`config.mk`:
```
export PLATFORM = sky130hd
export DESIGN_NAME = ls08_selftest_seq
export DESIGN_NICKNAME = d
export VERILOG_FILES = /design/src/rtl/ls08_selftest_seq.sv
export SDC_FILE = /design/constraint.sdc
export NUM_CORES = 1
export LEC_CHECK = 0
export ABC_AREA = 1
export CORE_UTILIZATION = 49
export DETAILED_ROUTE_END_ITERATION = 6
export GPL_TIMING_DRIVEN = 0
export PLACE_DENSITY = 0.78
export SYNTH_ARGS = -nofsm -noshare
export SYNTH_HDL_FRONTEND = slang
export SYNTH_SLANG_ARGS = --single-unit
```
`constraint.sdc`:
```
create_clock -name clk -period 1.7 [get_ports clk]
set_clock_uncertainty 0.2 [all_clocks]
set_input_delay 0.255 -clock clk [delete_from_list [all_inputs] [get_ports clk]]
set_output_delay 0.255 -clock clk [all_outputs]
set_load 0.03 [all_outputs]
```
`src/rtl/ls08_selftest_seq.sv`:
```
// Self-test sequencer for an emulated SN74LS08 quad AND gate: walks the four
// {A,B} input pairs across all gates, waits for settling, checks Y = A & B.
module ls08_selftest_seq #(
    parameter int SETTLE_CYCLES = 2
) (
    input  logic       clk,
    input  logic       rst_n,
    input  logic       start,
    input  logic       abort,
    input  logic [3:0] y,
    output logic [3:0] a,
    output logic [3:0] b,
    output logic       busy,
    output logic       done,
    output logic       pass,
    output logic [3:0] fail_mask,
    output logic [1:0] first_fail_vec,
    output logic       fail_seen
);

    typedef enum logic [2:0] {
        IDLE   = 3'd0,
        APPLY  = 3'd1,
        SETTLE = 3'd2,
        CHECK  = 3'd3,
        DONE   = 3'd4
    } state_t;

    // Counter reload of SETTLE_CYCLES-1 gives exactly SETTLE_CYCLES cycles in SETTLE.
    localparam logic [3:0] SETTLE_LOAD = (SETTLE_CYCLES > 0) ? 4'(SETTLE_CYCLES - 1) : 4'd0;
    localparam logic       HAS_SETTLE  = (SETTLE_CYCLES > 0);

    state_t     state;
    state_t     state_nxt;
    logic [1:0] vec_idx;
    logic [3:0] settle_cnt;
    logic [3:0] mismatch;
    logic       last_check;

    // Vector v drives A = v[1], B = v[0] onto all four gates at once.
    function automatic logic [7:0] vec_pattern(input logic [1:0] v);
        return {{4{v[1]}}, {4{v[0]}}};
    endfunction

    assign mismatch   = y ^ (a & b);
    assign last_check = (state == CHECK) && !abort && (vec_idx == 2'd3);
    assign busy       = (state == APPLY) || (state == SETTLE) || (state == CHECK);

    always_ff @(posedge clk or negedge rst_n) begin
        if (!rst_n) begin
            state <= IDLE;
        end else begin
            state <= state_nxt;
        end
    end

    always_comb begin
        state_nxt = state;
        case (state)
            IDLE:    if (start) state_nxt = APPLY;
            APPLY:   begin
                if (abort)           state_nxt = IDLE;
                else if (HAS_SETTLE) state_nxt = SETTLE;
                else                 state_nxt = CHECK;
            end
            SETTLE:  begin
                if (abort)                  state_nxt = IDLE;
                else if (settle_cnt == 4'd0) state_nxt = CHECK;
            end
            CHECK:   begin
                if (abort)                 state_nxt = IDLE;
                else if (vec_idx == 2'd3)  state_nxt = DONE;
                else                       state_nxt = APPLY;
            end
            DONE:    state_nxt = IDLE;
            default: state_nxt = IDLE;
        endcase
    end

    always_ff @(posedge clk or negedge rst_n) begin
        if (!rst_n) begin
            a              <= 4'd0;
            b              <= 4'd0;
            done           <= 1'b0;
            pass           <= 1'b0;
            fail_mask      <= 4'd0;
            first_fail_vec <= 2'd0;
            fail_seen      <= 1'b0;
            vec_idx        <= 2'd0;
            settle_cnt     <= 4'd0;
        end else begin
            done <= last_check;
            case (state)
                IDLE: begin
                    if (start) begin
                        fail_mask      <= 4'd0;
                        fail_seen      <= 1'b0;
                        first_fail_vec <= 2'd0;
                        pass           <= 1'b0;
                        vec_idx        <= 2'd0;
                        {a, b}         <= vec_pattern(2'd0);
                    end
                end
                APPLY: begin
                    if (abort) begin
                        a <= 4'd0;
                        b <= 4'd0;
                    end else begin
                        settle_cnt <= SETTLE_LOAD;
                    end
                end
                SETTLE: begin
                    if (abort) begin
                        a <= 4'd0;
                        b <= 4'd0;
                    end else if (settle_cnt != 4'd0) begin
                        settle_cnt <= settle_cnt - 4'd1;
                    end
                end
                CHECK: begin
                    // Abort wins over recording this vector's result.
                    if (abort) begin
                        a <= 4'd0;
                        b <= 4'd0;
                    end else begin
                        fail_mask <= fail_mask | mismatch;
                        if ((mismatch != 4'd0) && !fail_seen) begin
                            fail_seen      <= 1'b1;
                            first_fail_vec <= vec_idx;
                        end
                        if (vec_idx == 2'd3) begin
                            a    <= 4'd0;
                            b    <= 4'd0;
                            pass <= ((fail_mask | mismatch) == 4'd0);
                        end else begin
                            vec_idx <= vec_idx + 2'd1;
                            {a, b}  <= vec_pattern(vec_idx + 2'd1);
                        end
                    end
                end
                default: ;
            endcase
        end
    end

endmodule

```
==> Yosys cells after proc, flatten, opt, wreduce, memory -nomap -nowiden <==
Cells that the tools add are included.
{ "totals": {"out_inout_bits": 18, "regBits": 26, "word_cells": 87} }
{ "op_classes": {"eq_ne": 14, "n_bitwise": 3, "reduce_logical": 23, "add_sub_neg": 2, "n_mux": 35} }
{ "op_table": {"columns": ["op", "n"], "rows": [
  ["2-to-1 mux 4 bit", 10],
  ["case mux 4 bit (3 select lines)", 2],
  ["case mux 4 bit (2 select lines)", 2],
  ["AND reduction 4 bit", 4],
  ["2-to-1 mux 3 bit", 5],
  ["2-to-1 mux 2 bit", 6],
  ["case mux 3 bit (4 select lines)", 1],
  ["inequality test 2 bit, second input constant", 5],
  ["zero test 4 bit", 2],
  ["inequality test 2 x 1 -> 1 bit, second input constant", 4],
  ["case mux 2 bit (2 select lines)", 2],
  ["nonzero test 4 bit", 2],
  ["equality test 3 x 2 -> 1 bit, second input constant", 2],
  ["AND reduction 3 bit", 2],
  ["2-to-1 mux 1 bit", 5],
  ["AND 4 bit", 1],
  ["bitwise OR 4 bit", 1],
  ["case mux 1 bit (2 select lines)", 2],
  ["nonzero test 2 bit", 2],
  ["subtractor 4 x 1 -> 4 bit, second input constant", 1],
  ["bitwise XOR 4 bit", 1],
  ["equality test 3 x 1 -> 1 bit, second input constant", 1],
  ["logical AND 1 bit", 3],
  ["zero test 3 bit", 1],
  ["other kinds (8)", 10]
]} }

==> Logic depth before layout (Yosys ltp) <==
Gate-level depths: netlist of run 1.
{ "logic_depth": {"word_depth": 7, "mapped_depth": 9, "mapped_depth_nobuf": 9} }

==> Least setup slack after synthesis of run 1 <==
OpenSTA, ideal clock, no wires.
{ "synth_path": {"kind": "register to register", "startpoint": "register a[2]", "endpoint": "register first_fail_vec[0]", "setup_ps": 71, "path_stages_with_launch": 9, "slack_ps": 134, "path_buffers": 0, "arrival_time_ps": 1294, "path_cell_list": "dfrtp_1 nand2_1 nand2_1 nand2_1 nand2_1 nor2_1 nor2_2 nor2_1 nor2_1"} }
{ "synth_between": {"elab_chain_len": 6} }
{ "synth_lines": {"columns": ["element", "line_no", "rtl"], "rows": [
  ["start, declared", "11", "output logic [3:0] a,"],
  ["start signal, assigned", "101", "{a, b} <= vec_pattern(2'd0);"],
  ["start signal, assigned", "137", "{a, b} <= vec_pattern(vec_idx + 2'd1);"],
  ["AND 4 bit", "45", "assign mismatch = y ^ (a & b);"],
  ["bitwise XOR 4 bit", "45", null],
  ["nonzero test 4 bit", "127", "if ((mismatch != 4'd0) && !fail_seen) begin"],
  ["logical AND 1 bit", "127", null],
  ["inequality test 2 x 1 -> 1 bit (no line)", null, null],
  ["AND reduction 4 bit (no line)", null, null],
  ["end signal, assigned", "129", "first_fail_vec <= vec_idx;"],
  ["end, declared", "17", "output logic [1:0] first_fail_vec,"]
]} }
Every way passes these cells.
A chain may end at the register's enable or synchronous reset.

==> metrics.txt, run 1 <==
status=complete, no violations; endpoints failing hold=0; Slew Limit Fails=0; Worst slew margin=0.423; CP Launch Type=flop; maximum VDD drop=approximately 0.97 mV; largest net degree at the start of global routing=21; later-pin clock latency in the skew report=0.30 ns; vias per cell=between 5 and 6; Hold Crit Class=in -> async; chip height=50.8 um; detailed-placement wirelength estimate=~1800 um; Iter 0 DRT Violations=11; YS warnings=0; ANT cells=0; Leak Pwr=between 0.8 and 0.9 nW; syn_nets=between 150 and 200; Worst Max-Slew Pin Slew=approximately 0.86 ns; # clock sinks=20; area grow syn2layout=29.9%; synthesized area per cell=7.63 um^2; first-pass GRT wire length=4260 um; fillers=188; Port Buffers=25; CORE AREA=around 2200 um^2; storage element area=between 500 and 600 um^2; area leader, netlist=dfrtp_1; Yosys top cell area share=0.429; RePlAce Congestion=between 0.8 and 0.9; Tot GR Track Use=0.223; hold_buf cts=0; biggest cell delay along the critical path=around 0.47 ns; crit end category=primary output; Final ANT Viol Nets=0; GRT overflow=0; vias in the first global route=a little over 1,000; DR WL/cell=11.4 um; clock slew at reported path FFs=roughly 0.11 ns; post-synthesis cell area=around 1200 um^2; # IOs=26; Power Dens Cells=between 1500 and 2000 nW/um^2; Yosys reg bits=20; via count=1,085; ranking of synthesized cells by area=dfrtp_1 43%, nand2_1 10%, inv_1 8.0%; width of the die=50.8 um; crit-path max FO=9; final period demand of the worst path=between 1.5 and 2 ns; detailed-router iteration count before antenna repair=4; Yosys cell types=20; dpl ws=-0.0625 ns; cell chain of the critical path=buf_4, clkdlybuf4s15_2; CTS tree=built; DRC Markers=0; Final Total Pwr=0.00231 W; max cap viols=0; Final period util=0.966; WP data arrival=1.19 ns; setup TNS=0 ns; nets@finish=200; die area=between 2000 and 3000 um^2; Clock Root Buffer=clkbuf_4; site row count=17; Gate Count Post-Synth=~150; CP Class=reg -> out; antenna violations before repair=0; fmax=around 610 MHz; final WL=2450 um; slowest CP cell=dfrtp_2; share of layout cells above drive strength 1=0.214; final setup violation count=0; unrepaired setup endpoints after global routing=false; starting density of the core=0.523; CP required=1.24 ns; H-tree levels=1; sequential area share after synthesis=0.429; Max clock buf depth=2; Worst Setup Slack, final=0.0570 ns; CTS Buf Count=3; multi-input logic area=approximately 530 um^2
## final cells by class
class                   instances  area share
flip-flops and latches         20       0.333
repair buffers                 31       0.182
well taps                      28      0.0231
multi-input cells             101       0.352
plain buffers                   6      0.0297
clock buffers                   3      0.0149
inverters                      26      0.0644
## cell families (layout without fill, tap and decap cells)
family,after synthesis,in the layout,synth area share
simple gates,80,80,0.337
fa+ha+maj,3,3,0.0322
buf+inv,32,66,0.122
compound gates,17,17,0.0729
flops,20,20,0.429
xor+xnor,1,1,0.00750
## cell usage in the layout, fill, tap and decap left out
master	n
nand2_1	32
inv_1	23
nor2_1	16
nand3_1	16
dfrtp_1	16
o21ai_0	15
buf_4	14
dlygate4sd2_1	11
clkdlybuf4s50_1	7
nor2_2	4
dfrtp_2	4
clkdlybuf4s15_2	4
inv_2	3
nand4_1	3
ha_1	3
clkbuf_4	3
nand3_4	2
nand2_2	2
a21oi_1	2
nor3_4	1
nand3_2	1
nand4_2	1
nor3_1	1
xor2_1	1
nand3b_1	1
buf_2	1
## layer usage
metal  vias up  GRT usage  share of wire
li1        548          -              -
met1       503      0.280           0.46
met2        29      0.373           0.48
met3         5     0.0446          0.041
met4         0     0.0972          0.014
met5         -          0              0
## state kept, by name, indices dropped and copies added, names as in the netlist
name,flops
a,1
state,3
vec_idx,2
b,1
pass,1
done,1
fail_mask,4
settle_cnt,4
fail_seen,1
first_fail_vec,2
## stage by stage
step           utilization  std cells  hold slack, ns  instance area (um^2)
2_1_floorplan            -        153          -0.241                  1170
3_3_place_gp         0.650        206           0.305                  1450
3_5_place_dp         0.650        206           0.305                  1450
4_1_cts              0.660        209           0.273                  1470
5_1_grt              0.679        215           0.304                  1520
6_report             0.679        215           0.227                  1520
## worst max-delay path: cells and delay by family (launching register included)
family	cells	cell delay, ns
flip-flops	1	0.47
buffers and inverters	2	0.41
## final timing paths
path	from	endpoint	slack [ns]	cells after the start
min in group clk	pass	pass	0.32	2
worst min register to register	pass	pass	0.32	2
worst max register to register	state[1]	settle_cnt[2]	0.12	6
worst min-delay path	rst_n	settle_cnt[2]	0.23	1
worst max-delay path	a[2]	a[1]	0.06	2
max in group asynchronous	rst_n	a[2]	0.49	1
## power breakdown
part	total (W)	switching [W]	internal, W
sequential	0.000749	0.000118	0.000631
clock	0.000225	0.000142	0.0000827
combinational	0.00134	0.000851	0.000489
total	0.00231	0.00111	0.00120
## synth_stat cells
cell type,instances
xor2_1,1
inv_2,1
nor2_1,17
nand3_2,2
o21ai_0,15
nand2_2,2
nand4_1,3
nand2_1,32
nor3_4,1
ha_1,3
buf_4,6
nor2_2,3
a21oi_1,2
nor3_1,1
nand3_4,1
nand4_2,1
inv_1,25
nand3b_1,1
dfrtp_1,20
nand3_1,16
## timing repair
action,CTS,global route
endpoints found under the hold margin,0,0
pin swaps,0,4
resized for setup,35,9
endpoints found under the setup margin,18,17
buffers inserted,0,6
No activity file was read; power rests on OpenSTA's default activity.
==> run 2, diff against run 1 <==
TNS_END_PERCENT = 100   (was unset)
==> results of run 2 <==
The final DEF is identical to that of run 1; final timing and power are the same.
